===== src/rtl/xz_result_buffer.sv =====
// xz_result_buffer
//   Capture stage for the circuit4 x/z result pair. The datapath produces
//   pairs free-running with no backpressure. Pairs enter a small
//   first-word-fall-through FIFO and are offered to the consumer on a
//   valid/ready handshake. When the FIFO is full and no pop happens, a new
//   pair is dropped, and the loss is recorded in a sticky overflow flag.
//
// Optional feature (macro XZ_BUF_DROP_CNT_EN):
//   When defined, drop_cnt counts dropped pairs and saturates at 16'hFFFF.
//   clr_ovf clears the counter. When not defined, drop_cnt is tied to zero.
//
// Ports:
//   clk        rising-edge clock
//   rst        asynchronous active-high reset
//   in_valid   in_x/in_z carry a valid pair this cycle
//   in_x/in_z  x/z result from datapath (DATAWIDTH each)
//   out_valid  head entry available
//   out_ready  consumer takes the head entry this cycle
//   out_x/z    head entry, zero while empty
//   count      stored entries, 0..DEPTH
//   full       count == DEPTH
//   overflow   sticky, a valid input was dropped
//   clr_ovf    synchronous clear of overflow and drop_cnt
//   drop_cnt   dropped-sample counter (zero unless XZ_BUF_DROP_CNT_EN)
module xz_result_buffer #(
    parameter int DATAWIDTH = 32,
    parameter int DEPTH     = 8,
    parameter int ADDRW     = 3
) (
    input  logic                 clk,
    input  logic                 rst,
    input  logic                 in_valid,
    input  logic [DATAWIDTH-1:0] in_x,
    input  logic [DATAWIDTH-1:0] in_z,
    output logic                 out_valid,
    input  logic                 out_ready,
    output logic [DATAWIDTH-1:0] out_x,
    output logic [DATAWIDTH-1:0] out_z,
    output logic [ADDRW:0]       count,
    output logic                 full,
    output logic                 overflow,
    input  logic                 clr_ovf,
    output logic [15:0]          drop_cnt
);

    localparam logic [ADDRW:0] FULL_COUNT = (ADDRW+1)'(DEPTH);

    logic [2*DATAWIDTH-1:0] mem [DEPTH];
    logic [ADDRW-1:0]       wr_ptr;
    logic [ADDRW-1:0]       rd_ptr;
    logic [ADDRW:0]         count_q;
    logic                   overflow_q;
    logic                   pop;
    logic                   push;
    logic                   drop;

    assign out_valid = (count_q != '0);
    assign full      = (count_q == FULL_COUNT);
    assign count     = count_q;
    assign overflow  = overflow_q;

    // A pop in the same cycle frees a slot, so a full FIFO can still accept.
    assign pop  = out_valid & out_ready;
    assign push = in_valid & (~full | pop);
    assign drop = in_valid & full & ~pop;

    // Storage is not reset. Only entries below count are ever presented.
    always_ff @(posedge clk) begin
        if (push) begin
            mem[wr_ptr] <= {in_x, in_z};
        end
    end

    always_ff @(posedge clk or posedge rst) begin
        if (rst) begin
            wr_ptr     <= '0;
            rd_ptr     <= '0;
            count_q    <= '0;
            overflow_q <= 1'b0;
        end else begin
            if (push) begin
                wr_ptr <= wr_ptr + ADDRW'(1);
            end
            if (pop) begin
                rd_ptr <= rd_ptr + ADDRW'(1);
            end
            case ({push, pop})
                2'b10:   count_q <= count_q + (ADDRW+1)'(1);
                2'b01:   count_q <= count_q - (ADDRW+1)'(1);
                default: count_q <= count_q;
            endcase
            // A drop in the same cycle as a clear takes priority.
            if (drop) begin
                overflow_q <= 1'b1;
            end else if (clr_ovf) begin
                overflow_q <= 1'b0;
            end
        end
    end

    // Fall-through head. The output is forced to zero while the FIFO is empty.
    always_comb begin
        out_x = '0;
        out_z = '0;
        if (out_valid) begin
            {out_x, out_z} = mem[rd_ptr];
        end
    end

`ifdef XZ_BUF_DROP_CNT_EN
    logic [15:0] drop_cnt_q;

    always_ff @(posedge clk or posedge rst) begin
        if (rst) begin
            drop_cnt_q <= '0;
        end else if (drop) begin
            if (clr_ovf) begin
                drop_cnt_q <= 16'd1;
            end else if (drop_cnt_q != '1) begin
                drop_cnt_q <= drop_cnt_q + 16'd1;
            end
        end else if (clr_ovf) begin
            drop_cnt_q <= '0;
        end
    end

    assign drop_cnt = drop_cnt_q;
`else
    assign drop_cnt = '0;
`endif

endmodule


===== config.mk =====
export PLATFORM = sky130hd
export DESIGN_NAME = xz_result_buffer
export DESIGN_NICKNAME = d
export VERILOG_FILES = /design/src/rtl/xz_result_buffer.sv
export SDC_FILE = /design/constraint.sdc
export NUM_CORES = 1
export LEC_CHECK = 0
export CAP_MARGIN = 30
export CORE_ASPECT_RATIO = 1.5
export CORE_UTILIZATION = 55
export DETAILED_ROUTE_END_ITERATION = 8
export PLACE_DENSITY = 0.76
export SYNTH_ARGS = -nofsm -noshare
export SYNTH_HDL_FRONTEND = slang
export SYNTH_SLANG_ARGS = --single-unit

===== constraint.sdc =====
create_clock -name clk -period 8.37 [get_ports clk]
set_clock_uncertainty 0.15 [all_clocks]
set_input_delay 1.674 -clock clk [delete_from_list [all_inputs] [get_ports clk]]
set_output_delay 1.674 -clock clk [all_outputs]
set_load 0.03 [all_outputs]

==> results.tsv <==
metric	value	unit
crit_path_start_kind	flop	
slowest_delay	0.83	ns
post_route_cells_drive_above_1_share	0.207	
cts_resized	0	
p_int	5.76	mW
path_class	reg2out	
synthArstFlopShare	0.0210	
regArea	15700	sq um
yosysTopAreaCell	edfxtp_1	
dpl.hpwl	20.4	mm
rows	85	
die_area	37500	sq um
drt_wl_total	38.0	mm
rsz0062_at_grt	no	
cts_root_buffer	clkbuf_16	
fin_util	0.652	
hold_viol	0	
die_h	237	um
fmaxAchievable	182	MHz
fillers	2326	
power.density	368	nW/um^2
synth_edf_count	512	
cp_max_fo	37	
power.total	8.65	mW
slowest_stage	dfrtp_4	
vdd_drop_max	267	uV
route.detailed.drc	0	
max-slew-margin-rel	0.358	
place_congestion	0.715	
synthTopCellsByCount	edfxtp_1 (512), mux4_2 (128), nor2_1 (69)	
antenna_found_initial	6	
worst-path-buf-inv	2	
worst_pin_slew	0.964	ns
die_w	159	um
ys_seq_area_frac	0.774	
path_delay_family	buffers and inverters	
end_kind	output port	
areaGrowthSynthToFinish	16.2	%
clock-sinks	523	
io_pins	156	
routedWlPerCell	24.0	um
portBuffers	139	
net-switching-power	2.89	mW
clockBufferDepth	3	
crit_chain	buf_4, mux4_2, mux2i_1, nor2_1, clkdlybuf4s50_1	
overflow	0	
pwr-share-clk	0.225	
insertion_delay	0.54	ns
initial_core_util	0.561	
yosysMostFrequentCell	edfxtp_1	
synth_ff_type	edfxtp_1	
hp-class	reg2reg	
synth.distinct_cells	37	
grt_pass1_vias	9847	
layout.nets	1135	
slew_viol_final	0	
yosysWarnings	0	
multi_input_area	4280	sq um
drt-vias-per-instance	5.86	
ys_ff_latch	523	
synth_top_area_share	0.760	
cts_tree	built	
post-route-period-util	0.655	
postCtsSetupBuffers	0	
leakage	7.63	nW
clkTransAtPathRegs	0.06	ns
core-area	36100	sq um
syn_area_per_cell	22.3	sq um
pwr-share-seq	0.409	
ys_top_cells_by_area	edfxtp_1 (76%), mux4_2 (14%), mux2i_1 (3.2%)	
period_minus_slack	5.48	ns
fin_tns_setup	0	ns
pwr-share-comb	0.366	
num_vias	9257	
drt-initial-drc-count	659	
arrival	3.66	ns
cap_violations	0	
setup_viol	0	
synthCells	905	
cts_buffers	46	
status	finished, final reports clean	
ctsHoldBuffers	0	
cp.required	6.55	ns
ant_nets	0	
grt_max_degree	66	
cts_htree_levels	2	
grt_pass1_wl	57.5	mm
grt_usage	0.213	
swShare	0.334	
netlist_area	20200	sq um
firstDrtPassIters	5	
-- routing by layer --
layer / wire (um) / global-route usage / vias up
met5: 13 / 0 / -
met4: 1040 / 0.0793 / 2
met3: 1860 / 0.0335 / 63
met2: 20400 / 0.372 / 281
met1: 14700 / 0.266 / 4887
li1: - / - / 4024
-- power groups by stage --
stage / clock, mW / combinational (mW) / sequential (mW)
2_1_floorplan: 0 / 2.26 / 3.44
3_3_place_gp: 0 / 3.20 / 3.57
3_5_place_dp: 0 / 3.22 / 3.60
4_1_cts: 1.98 / 3.24 / 3.54
5_1_grt: 2.08 / 3.37 / 3.57
6_report: 1.95 / 3.17 / 3.53
-- final cells by class --
type / instances / area share
Antenna cell: 5 / 0.000532
Clock buffer: 56 / 0.0515
Clock inverter: 27 / 0.00713
Inverter: 5 / 0.000798
Multi-Input combinational cell: 328 / 0.182
Sequential cell: 523 / 0.666
Tap cell: 478 / 0.0254
Timing Repair Buffer: 159 / 0.0661
-- sequential cells by signal, summed over array words and instances, names as in the netlist --
| register | cells |
|---|---|
| mem | 512 |
| overflow | 1 |
| wr_ptr | 3 |
| rd_ptr | 3 |
| count | 4 |
-- worst paths after layout --
kind                            depth (start not counted)  slack (ns)        end  startpoint
worst max-delay path                                    5        2.89   out_x[5]   rd_ptr[0]
min in group asynchronous                               2        1.29   overflow         rst
max in group asynchronous                               2        6.43  rd_ptr[1]         rst
worst min register to register                          2        0.38   overflow    overflow
worst max register to register                          5        5.14  mem[6][7]    count[0]
worst min-delay path                                    2        0.38   overflow    overflow
-- kinds of logic (layout without fill, tap and decap cells) --
group                      count (synthesis)  in the layout  share of synthesized area
adders and majority gates                  3              3                    0.00186
other                                      1             21                   0.000185
muxes                                    194            194                      0.175
AOI/OAI and AO/OA                         14             14                    0.00545
xor gates and xnor gates                   6              6                    0.00260
DFF                                      523            523                      0.774
and+or+nand+nor                           95             95                     0.0204
buffers and inverters                     69            247                     0.0201
-- stage by stage --
stage	area [sq um]	hold WS (ns)	setup WS [ns]	instances
2_1_floorplan	20300	0.391	1.19	920
6_report	23500	0.384	2.89	1581
3_5_place_dp	22100	0.371	3.36	1493
5_1_grt	23500	0.436	2.66	1581
3_3_place_gp	22100	0.375	3.38	1493
4_1_cts	23500	0.387	2.77	1576
-- worst reg2reg max path, stage by stage, from the launching register on --
cell and delay [ns]:
dfrtp_1 0.59, or4b_4 0.27, o21a_4 0.14, nand2_1 0.21, nor2_4 0.69, buf_4 0.72
-- layout by cell type, fill, tap and decap left out, drive strengths merged, types with 3 or more instances in the layout --
| cell | instances |
|---|---|
| edfxtp | 512 |
| inv | 6 |
| o21ai | 4 |
| xnor2 | 4 |
| clkbuf | 56 |
| nand2b | 3 |
| a21oi | 4 |
| dfrtp | 11 |
| conb | 16 |
| nand2 | 7 |
| nor2 | 70 |
| mux4 | 128 |
| mux2i | 64 |
| ha | 3 |
| buf | 20 |
| clkinv | 21 |
| clkdlybuf4s50 | 139 |
| nor3 | 6 |
| diode | 5 |
| clkinvlp | 4 |
Note: power is estimated with default switching activity, not from simulation.
==> edit 1, RTL diff (same flow settings) <==
`DATAWIDTH`: 32 -> 36.
--- a/src/rtl/xz_result_buffer.sv
+++ b/src/rtl/xz_result_buffer.sv
@@ -25,3 +25,3 @@
 module xz_result_buffer #(
-    parameter int DATAWIDTH = 32,
+    parameter int DATAWIDTH = 36,
     parameter int DEPTH     = 8,
Interface: changed (resized in_x, in_z, out_x and out_z); port bits go from 156 to 172. No check against the original RTL was run, so the function may have changed too.
==> edit 1 against the original RTL <==
- routed wire length is 18% higher
- total power rose by 16%
- synthesized area increased by 12%
- sequential cell count grew 64
- critical path type unchanged
- via count rose by 14%
- cell area grew 13%
- largest power group unchanged
- largest cell class unchanged
- synthesized cell count grew 11%
- first-iteration DRC count grew 48%
- worst setup slack gained 30 ps
==> edit 1: results (changes against the original RTL) <==
[pwr] Peak VDD IR 0.2947 mV [+11%]
[cts] CTS Buf Count 52 [+13%]
[sta] fin crit period 5451 ps [-29.54 ps]
[synthesis] sequential-to-total area share from yosys stat 77.61% [+0.21 points]
[global_route] total global routing track utilization 22.18% [+0.93 points]
[global_route] pin count of the biggest net entering global routing 81 [+23%]
[detailed_routing] Met3 Routed Length 2364 um [+27%]
[global_route] met3 Track Usage GR 3.365% [+0.016 points]
[placement] last weighted congestion value of the routability-driven placer 0.7111 [-0.59%]
[detailed_routing] met2 layer wire length in the routed design 23900 um [+17%]
[cells_and_area] layout cell share with drive strength beyond 1 22.10% [+1.4 points]
[detailed_routing] violation count after the first detailed-route iteration 976 [+48%]
[run_status] run status finished clean
[critical_path] Crit path largest cell delay 910 ps [+80 ps]
[global_route] routing usage on met2 38.95% [+1.8 points]
[critical_path] number of cells traversed by the worst register-to-register path 6 [+1]
[synthesis] top cells by area, synth sky130_fd_sc_hd__edfxtp_1 (76%), sky130_fd_sc_hd__mux4_2 (14%), sky130_fd_sc_hd__mux2i_1 (3.2%)
[global_route] first-pass GRT wire length 68210 um [+19%]
[cells_and_area] NumNets Final 1267 [+12%]
[cts] clock insertion delay at the later pin of the skew report 570 ps [+30 ps]
[placement] number of input and output port buffers inserted 155 [+12%]
[placement] Placed Instances 1639 [+9.8%]
[placement] placement-stage worst setup slack 3397 ps [+36.40 ps]
[synthesis] number of flops mapped to enable cells by yosys 576 [+13%]
[cells_and_area] Post-Layout Cell Count 1738 [+9.9%]
edit 1: cell count changes after synthesis, moves of 5 or more:
cell and delta:
sky130_fd_sc_hd__buf_6 +5, sky130_fd_sc_hd__edfxtp_1 +64, sky130_fd_sc_hd__buf_4 -10, sky130_fd_sc_hd__mux4_2 +16, sky130_fd_sc_hd__nor2_1 +9, sky130_fd_sc_hd__mux2i_1 +8, sky130_fd_sc_hd__clkbuf_1 +8
edit 1: final cells by class:
cell class,instances,share of cell area [%]
Inverter,5,0.07045
Antenna cell,1,0.009393
Sequential cell,587,66.00
Tap cell,506,2.376
Timing Repair Buffer,181,7.176
Clock buffer,64,5.171
Multi-Input combinational cell,360,17.87
Clock inverter,34,1.329
edit 1: worst min-delay path by stage:
stage                                     start               endpoint  slack (ps)  cells after the start
after floorplan           wr_ptr[2]$_DFFE_PP0P_  wr_ptr[2]$_DFFE_PP0P_         390                      1
after global placement     overflow$_DFFE_PP0P_   overflow$_DFFE_PP0P_         380                      2
after detailed placement   overflow$_DFFE_PP0P_   overflow$_DFFE_PP0P_         390                      2
after CTS                  overflow$_DFFE_PP0P_   overflow$_DFFE_PP0P_         400                      2
after global routing       overflow$_DFFE_PP0P_   overflow$_DFFE_PP0P_         420                      2
final                      overflow$_DFFE_PP0P_   overflow$_DFFE_PP0P_         390                      2
edit 1: logic make-up after synthesis:
logic type      Yosys count  share of synthesized area, %
flops                   587                         77.61
mux                     218                         17.61
simple gates            103                         2.012
buf+inv                  74                         1.873
compound gates           14                        0.4863
xor+xnor                  6                        0.2321
fa+ha+maj                 3                        0.1658
other cells               1                       0.01656
edit 1: stage by stage:
stage	cell area, um^2	hold WS, ps
after CTS	26640	400.2
after detailed placement	24910	390.7
after floorplan	22700	391.2
after global routing	26640	424.4
final	26640	392.3
after global placement	24710	377.8
==> edit 2, RTL diff (same settings) <==
Made on the original files. Register the output `count` once more, with the module's reset; this adds one clock of latency there. The other outputs are not delayed to match.
--- a/src/rtl/xz_result_buffer.sv
+++ b/src/rtl/xz_result_buffer.sv
@@ -58,3 +58,9 @@
     assign full      = (count_q == FULL_COUNT);
-    assign count     = count_q;
+    always_ff @(posedge clk or posedge rst) begin
+        if (rst) begin
+            count <= '0;
+        end else begin
+            count <= count_q;
+        end
+    end
     assign overflow  = overflow_q;
Check against the original RTL: not equivalent (Yosys sat finds a counterexample within 4 cycles, from zero or initial values and one cycle with rst high).
==> edit 2 against the original RTL <==
- worst hold slack worse by 18 ps
- maximum frequency fell by 2.7%
- sequential cell count increased by 4
- critical endpoint is now out_z[31]
- synthesized area rose by 0.84%
- combinational power increased by 1%
- core utilization fell by 0.52 points
- routed wire length grew 1.4%
- total power is 1.5% higher
- worst setup slack worse by 150 ps
- largest cell class unchanged
- largest power group unchanged
- first-iteration DRC count is 17% lower
- cell area rose by 0.67%
==> edit 2: results (changes against the original RTL) <==
[pwr] relative contribution of sequential cells to total power 40.9% [about the same]
[global_route] vias in the first global route 9891 [+0.45%]
[cts] CTS Buf Count 45 [-2.2%]
[pwr] Pleak 0.007714 uW [+1.1%]
[synthesis] Ys Warns 0 [unchanged]
[global_route] total global routing track utilization 21.03% [-0.22 points]
[hold_path] Worst Hold Class register to register
[cells_and_area] layout cell share with drive strength beyond 1 19.93% [-0.75 points]
[placement] placement-stage worst setup slack 3155 ps [-206.3 ps]
[pwr] Net Sw Frac 33.25% [-0.20 points]
[cells_and_area] Filler cells 2456 [+5.6%]
[cts] number of instances resized during post-cts repair 0 [unchanged]
[detailed_routing] routed wirelength normalized by instance count 24.18 um [+0.62%]
[pwr] Peak VDD IR 0.2177 mV [-18%]
[cts] clock insertion delay at the later pin of the skew report 540 ps [about the same]
[run_status] run status finished clean
[detailed_routing] violation count after the first detailed-route iteration 546 [-17%]
[synthesis] Netlist cell types 36 [-2.7%]
[global_route] first-pass GRT wire length 58990 um [+2.6%]
[critical_path] Crit path largest cell delay 920 ps [+90 ps]
[hold_path] min-delay src overflow$_DFFE_PP0P_
[placement] last weighted congestion value of the routability-driven placer 0.7842 [+9.6%]
[synthesis] top cells by area, synth sky130_fd_sc_hd__edfxtp_1 (75%), sky130_fd_sc_hd__mux4_2 (14%), sky130_fd_sc_hd__mux2i_1 (3.2%)
[cells_and_area] largest registers mem: 512 flops, count: 4 flops, count_q: 4 flops
[critical_path] maximum fanout encountered on the critical timing path 94 [+150%]
[cts] hold-fix buffer count after cts 0 [unchanged]
[cts] deepest level of the CTS H-tree 2 [unchanged]
[global_route] pin count of the biggest net entering global routing 95 [+44%]
[synthesis] most instantiated cells after synthesis sky130_fd_sc_hd__edfxtp_1 (512), sky130_fd_sc_hd__mux4_2 (128), sky130_fd_sc_hd__nor2_1 (76), sky130_fd_sc_hd__mux2i_1 (66), sky130_fd_sc_hd__buf_2 (24)
[critical_path] data arrival time of the critical path 3810 ps [+150 ps]
[synthesis] sequential-to-total area share from yosys stat 77.25% [-0.16 points]
[cts] buffer type at the clock tree root sky130_fd_sc_hd__clkbuf_16
[synthesis] Mapped Cells 913 [+0.88%]
[cts] clock transition at the registers of the reported paths 70 ps
[detailed_routing] total iterations of the first detailed-routing run 5 [unchanged]
[synthesis] Async S/R FF share, synth 2.846% [+0.74 points]
[synthesis] number of flops mapped to enable cells by yosys 512 [unchanged]
[placement] Placed Instances 1507 [+0.94%]
[detailed_routing] via count normalized by instance count 5.891 [+0.62%]
[placement] area post-placement 22260 um^2 [+0.63%]
[detailed_routing] via count 9385 [+1.4%]
[cells_and_area] NumNets Final 1143 [+0.70%]
[critical_path] R2R Path Start count_q[1]$_DFFE_PP0P_
[sta] actual slew at the worst max-slew pin 977.4 ps [+13.87 ps]
[critical_path] largest delay contributor family on the critical path buffers and inverters
[cts] post-CTS setup buffer count 0 [unchanged]
[placement] detailed placement HPWL 21510 um [+5.2%]
## edit 2: worst paths after layout
kind                                          to  slack, ps  cells after the start
setup / recovery                       out_z[31]       2740                      5
hold / removal              overflow$_DFFE_PP0P_        370                      1
setup reg to reg            mem[3][62]$_DFFE_PP_       4870                      5
hold reg to reg             overflow$_DFFE_PP0P_        370                      1
max in group asynchronous  rd_ptr[0]$_DFFE_PP0N_       6280                      2
min in group asynchronous     count[0]$_DFF_PP0_       1350                      2
## edit 2: area by class of cell
| type | instances | area [um^2] | area share, % |
|---|---|---|---|
| clock buffer | 54 | 1160 | 4.902 |
| tap | 484 | 605.6 | 2.559 |
| inverter | 6 | 22.52 | 0.09518 |
| clock inverter | 26 | 222.7 | 0.9413 |
| multi-input combinational | 333 | 4289 | 18.13 |
| antenna | 5 | 12.51 | 0.05288 |
| timing repair buffer | 158 | 1588 | 6.710 |
| sequential | 527 | 15760 | 66.61 |
## edit 2: per-stage QoR
stage	total power [uW]	utilization (%)	hold slack, ps
finish	8774	64.68	366.4
global route	9141	64.68	382.5
CTS	8887	64.61	368.3
detailed placement	6907	60.83	353.2
global placement	6852	60.67	350.8
floorplan	5804	-	198.7
## edit 2: logic make-up (layout without fill, tap and decap cells)
logic type               count (synthesis)  count (layout)  synth area share (%)
buffers and inverters                   68             244                 2.264
AND/OR/NAND/NOR                        100             100                 2.068
adder cells (fa/ha/maj)                  3               3                0.1841
AO/OA/AOI/OAI                           13              13                0.5155
other                                    1              21               0.01839
multiplexers                           196             196                 17.49
flip-flops                             527             527                 77.25
XOR/XNOR                                 5               5                0.2148
## edit 2: metal layers
layer	GRT usage, %	up-vias	share of wire, %
li1	-	4042	-
met4	8.770	2	3.3
met3	3.094	78	5.1
met1	25.81	4944	38
met5	0	-	0.023
met2	37.49	319	54
